==> src/rtl/jk_sync_counter_if.sv <==
// Bus bundle for jk_sync_counter: count controls in, count state out.
interface jk_sync_counter_if #(
    parameter int WIDTH = 4
);
    logic             en;
    logic             up;
    logic             load;
    logic [WIDTH-1:0] d;
    logic [WIDTH-1:0] q;
    logic [WIDTH-1:0] qbar;
    logic             tc;
    logic             wrap;

    modport master (
        output en, up, load, d,
        input  q, qbar, tc, wrap
    );

    modport slave (
        input  en, up, load, d,
        output q, qbar, tc, wrap
    );
endinterface

==> src/rtl/jk_sync_counter.sv <==
// Up/down modulo-N counter built from JK cells steered into
// hold/toggle for counting and set/reset for load and correction.
module jk_sync_counter #(
    parameter int WIDTH   = 4,
    parameter int MODULUS = 16
) (
    input logic              clk,
    input logic              rst_n,
    jk_sync_counter_if.slave bus
);
    localparam logic [WIDTH:0]   MOD_X = (WIDTH+1)'(MODULUS);
    localparam logic [WIDTH-1:0] TOP   = WIDTH'(MODULUS - 1);

    if (MODULUS < 2 || longint'(MODULUS) > (longint'(1) << WIDTH)) begin : g_bad_mod
        $error("jk_sync_counter: MODULUS out of range");
    end

    logic [WIDTH-1:0] q_r;
    logic [WIDTH-1:0] nxt;
    logic [WIDTH-1:0] tgl;
    logic [WIDTH-1:0] j;
    logic [WIDTH-1:0] k;
    logic             force_mode;
    logic             wrap_r;
    logic             wrap_nxt;
    logic             at_top;
    logic             at_zero;
    logic             oor;

    assign at_top  = (q_r == TOP);
    assign at_zero = (q_r == '0);
    assign oor     = ({1'b0, q_r} >= MOD_X);

    always_comb begin
        nxt        = q_r;
        wrap_nxt   = 1'b0;
        force_mode = 1'b0;
        if (bus.load) begin
            force_mode = 1'b1;
            nxt = ({1'b0, bus.d} >= MOD_X) ? TOP : bus.d;
        end else if (bus.en) begin
            if (oor) begin
                force_mode = 1'b1;
                nxt = '0;
            end else if (bus.up) begin
                nxt      = at_top ? '0 : q_r + WIDTH'(1);
                wrap_nxt = at_top;
            end else begin
                nxt      = at_zero ? TOP : q_r - WIDTH'(1);
                wrap_nxt = at_zero;
            end
        end
    end

    // Counting uses J=K=T; load/correction drive J=D, K=~D per cell.
    assign tgl = q_r ^ nxt;
    assign j   = force_mode ? nxt  : tgl;
    assign k   = force_mode ? ~nxt : tgl;

    always_ff @(posedge clk or negedge rst_n) begin
        if (!rst_n) begin
            q_r    <= '0;
            wrap_r <= 1'b0;
        end else begin
            q_r    <= (j & ~q_r) | (~k & q_r);
            wrap_r <= wrap_nxt;
        end
    end

    assign bus.q    = q_r;
    assign bus.qbar = ~q_r;
    assign bus.wrap = wrap_r;
    assign bus.tc   = bus.en & ~bus.load
                    & ((bus.up & at_top) | (~bus.up & at_zero));
endmodule
==> src/flat_wrapper.sv <==
// flat-port wrapper written by rule: the top's interface ports become plain ports
module jk_sync_counter_flat 
#(
    parameter int WIDTH   = 4,
    parameter int MODULUS = 16
)
  (clk, rst_n, bus_en, bus_up, bus_load, bus_d, bus_q, bus_qbar, bus_tc, bus_wrap);
  jk_sync_counter_if #(.WIDTH(WIDTH)) bus_i ();
  input logic clk;
  input logic rst_n;
  input wire logic [$bits(bus_i.en)-1:0] bus_en;
  input wire logic [$bits(bus_i.up)-1:0] bus_up;
  input wire logic [$bits(bus_i.load)-1:0] bus_load;
  input wire logic [$bits(bus_i.d)-1:0] bus_d;
  output wire logic [$bits(bus_i.q)-1:0] bus_q;
  output wire logic [$bits(bus_i.qbar)-1:0] bus_qbar;
  output wire logic [$bits(bus_i.tc)-1:0] bus_tc;
  output wire logic [$bits(bus_i.wrap)-1:0] bus_wrap;
  assign bus_i.en = bus_en;
  assign bus_i.up = bus_up;
  assign bus_i.load = bus_load;
  assign bus_i.d = bus_d;
  assign bus_q = bus_i.q;
  assign bus_qbar = bus_i.qbar;
  assign bus_tc = bus_i.tc;
  assign bus_wrap = bus_i.wrap;
  jk_sync_counter #(.WIDTH(WIDTH), .MODULUS(MODULUS)) u_core (.clk(clk), .rst_n(rst_n), .bus(bus_i));
endmodule
==> config.mk <==
export PLATFORM = sky130hd
export DESIGN_NAME = jk_sync_counter_flat
export DESIGN_NICKNAME = d
export VERILOG_FILES = /design/src/rtl/jk_sync_counter_if.sv /design/src/rtl/jk_sync_counter.sv /design/src/flat_wrapper.sv
export SDC_FILE = /design/constraint.sdc
export NUM_CORES = 1
export LEC_CHECK = 0
export CAP_MARGIN = 25
export CORE_AREA = 2 2 39 41
export CTS_CLUSTER_SIZE = 30
export DETAILED_ROUTE_END_ITERATION = 7
export DIE_AREA = 0 0 41 43
export GPL_ROUTABILITY_DRIVEN = 0
export PLACE_DENSITY = 0.73
export SYNTH_ARGS = -nofsm -noshare
export SYNTH_HDL_FRONTEND = slang
export SYNTH_SLANG_ARGS = --single-unit
==> constraint.sdc <==
create_clock -name clk -period 4.5 [get_ports clk]
set_clock_uncertainty 0.05 [all_clocks]
set_input_delay 0.9 -clock clk [delete_from_list [all_inputs] [get_ports clk]]
set_output_delay 0.9 -clock clk [all_outputs]
set_load 0.01 [all_outputs]
==> impl_metrics.json <==
{
  "status": "finished clean",
  "endpoint_kind": "output port",
  "fmaxAchievable_mhz": 279,
  "yosysTopAreaCellShare_pct": 32.4,
  "hold_viol": 0,
  "syn_area_um2": 387,
  "final_cell_area_um2": 597,
  "cts_tree": "yes",
  "yosys_warnings": 0,
  "rsz0062_at_grt": "no",
  "report.final.slew_viol_count": 0,
  "power.density_nw_per_um2": 297,
  "io_pins": 19,
  "synth_edf_count": 0,
  "path_max_fanout": 6,
  "dr_total_vias": 391,
  "final_net_count": 77,
  "hpwl_um": 667,
  "die_y_um": 43,
  "arrival_ps": 2630,
  "setup_tns_ps": 0,
  "worstHoldPathType": "flip-flop to flip-flop",
  "multiInputGateArea_um2": 230,
  "io_buffers": 18,
  "ys.flop_type": "dfrtp_1",
  "p_int_mw": 0.123,
  "p_sw_mw": 0.0542,
  "clock_path_buffers": 2,
  "synth_top_area_cell": "dfrtp_1",
  "ys_ff_latch": 5,
  "cts_root_buffer": "clkbuf_4",
  "die_w_um": 41,
  "p_clk_share_pct": 28.5,
  "slew_headroom_pct": 79.4,
  "setup_viol": 0,
  "routed_wl_um": 855,
  "grt_pass1_wl_um": 1550,
  "dr.pass1.iters": 2,
  "cts_made_buffers": 3,
  "cts.repair.resized": 0,
  "drv_cap": 0,
  "seqCellArea_um2": 125,
  "ys_types": 24,
  "swShare_pct": 30.5,
  "pwr-share-seq_pct": 33.9,
  "dpl_cell_area_um2": 571,
  "drtAntennaViolNets": 0,
  "area_growth_pct": 54.4,
  "ys_top_cells_by_count": "dfrtp_1, a21oi_1, inv_1, nand2_1, o21ai_0",
  "worstPathRequired_ps": 3550,
  "dieArea_um2": 1760,
  "p_leak_nw": 0.250,
  "worstSetupPathType": "input port to output port",
  "postSynthCellCount": 45,
  "post-route-period-util_pct": 79.6,
  "htreeDepth": 1,
  "worst_pin_slew_ps": 309,
  "cts_setup_buffers": 0,
  "core_area_um2": 1380,
  "synthTopCellsByArea": "dfrtp_1, ha_1, a21oi_1",
  "grt_overflow": 0,
  "avgViaCountPerCell": 4.83,
  "ir_drop_v": 0.000207,
  "nFillCells": 144,
  "rows": 14,
  "wire_per_inst_um": 10.6,
  "ys_seq_area_share_pct": 32.4,
  "insertedDiodeCount": 0,
  "start_kind": "input port",
  "cts_sinks": 5,
  "cts-hold-fix-buffers": 0,
  "syn_avg_cell_area_um2": 8.59,
  "p_comb_share_pct": 37.6,
  "grt_max_degree": 11,
  "hold_slack_ps": 693,
  "syn_nets": 56,
  "clock_latency_ps": 240,
  "grtUsageTotal_pct": 13.3,
  "route.detailed.drc": 0,
  "path_clk_slew_ps": 40,
  "drive_above_1_share_pct": 10.8,
  "dr.first_iter.drc_count": 6,
  "grt_antenna_before_repair": 0,
  "total_power_mw": 0.178,
  "grt_pass1_vias": 380,
  "yosysMostFrequentCell": "dfrtp_1",
  "initial_core_util_pct": 27.9,
  "async_flop_share_pct": 100,
  "period_minus_slack_ps": 3580
}
-- cell type report --
class | instances | area share (%)
multi-input combinational | 34 | 38.6
timing repair buffer | 18 | 30.2
sequential | 5 | 21.0
clock buffer | 4 | 4.40
tap | 16 | 3.35
inverter | 4 | 2.52
-- flip-flops by register name, indices dropped and copies added, names as in the netlist --
register / cells
u_core.bus.wrap: 1
u_core.bus.q: 4
-- kinds of logic after synthesis --
| group | count (synthesis) | share of synthesized area, % |
|---|---|---|
| xor gates and xnor gates | 2 | 4.53 |
| buffers and inverters | 6 | 8.09 |
| DFF | 5 | 32.4 |
| and+or+nand+nor | 13 | 18.1 |
| adders and majority gates | 2 | 6.47 |
| AOI/OAI and AO/OA | 15 | 24.9 |
| muxes | 2 | 5.50 |
-- layer usage --
metal	share of wire, %	wire length [um]	global-route usage (%)	up-vias
met2	51	436	19.4	15
li1	-	-	-	197
met4	0	0	6.00	0
met1	42	362	15.8	179
met5	0	0	0	-
met3	6.7	57	6.28	0
-- per-stage QoR --
step	utilization (%)	cells	setup WS, ps
after floorplan	-	45	1960
after global placement	41.2	77	957
after detailed placement	41.2	77	930
after CTS	43.1	81	926
after global routing	43.1	81	770
final	43.1	81	917
-- cells in the final DEF (no fill, tap or decap), types with 2 or more instances in the layout --
master            n
ha_1              2
o21ai_0           4
inv_1             4
nor2_1            2
xnor2_1           2
a21oi_1           4
nand2_1           4
clkdlybuf4s50_1  18
dfrtp_1           5
nor2b_1           3
clkbuf_4          3
-- worst paths after layout --
check / slack, ps / to / depth (start not counted) / from
worst max-delay path: 920 / bus_tc / 6 / bus_up
worst min-delay path: 690 / u_core.bus.q[1] / 2 / u_core.bus.q[1]
worst max register to register: 2850 / u_core.bus.q[0] / 6 / u_core.bus.q[0]
worst min register to register: 690 / u_core.bus.q[1] / 2 / u_core.bus.q[1]
max in group asynchronous: 3390 / u_core.bus.q[1] / 1 / rst_n
min in group asynchronous: 830 / u_core.bus.q[0] / 1 / rst_n
-- critical path: stages --
cell and delay [ps]:
clkdlybuf4s50_1 520, or3b_1 410, nor2_1 90, a21oi_1 60, nor2b_1 120, clkdlybuf4s50_1 530
-- power groups by stage --
stage	combinational, mW	sequential [mW]	clock [mW]
detailed placement	0.0670	0.0609	0
global placement	0.0673	0.0607	0
global route	0.0742	0.0611	0.0579
finish	0.0667	0.0602	0.0506
CTS	0.0675	0.0602	0.0535
floorplan	0.0373	0.0583	0
No activity file was read; power rests on OpenSTA's default activity.
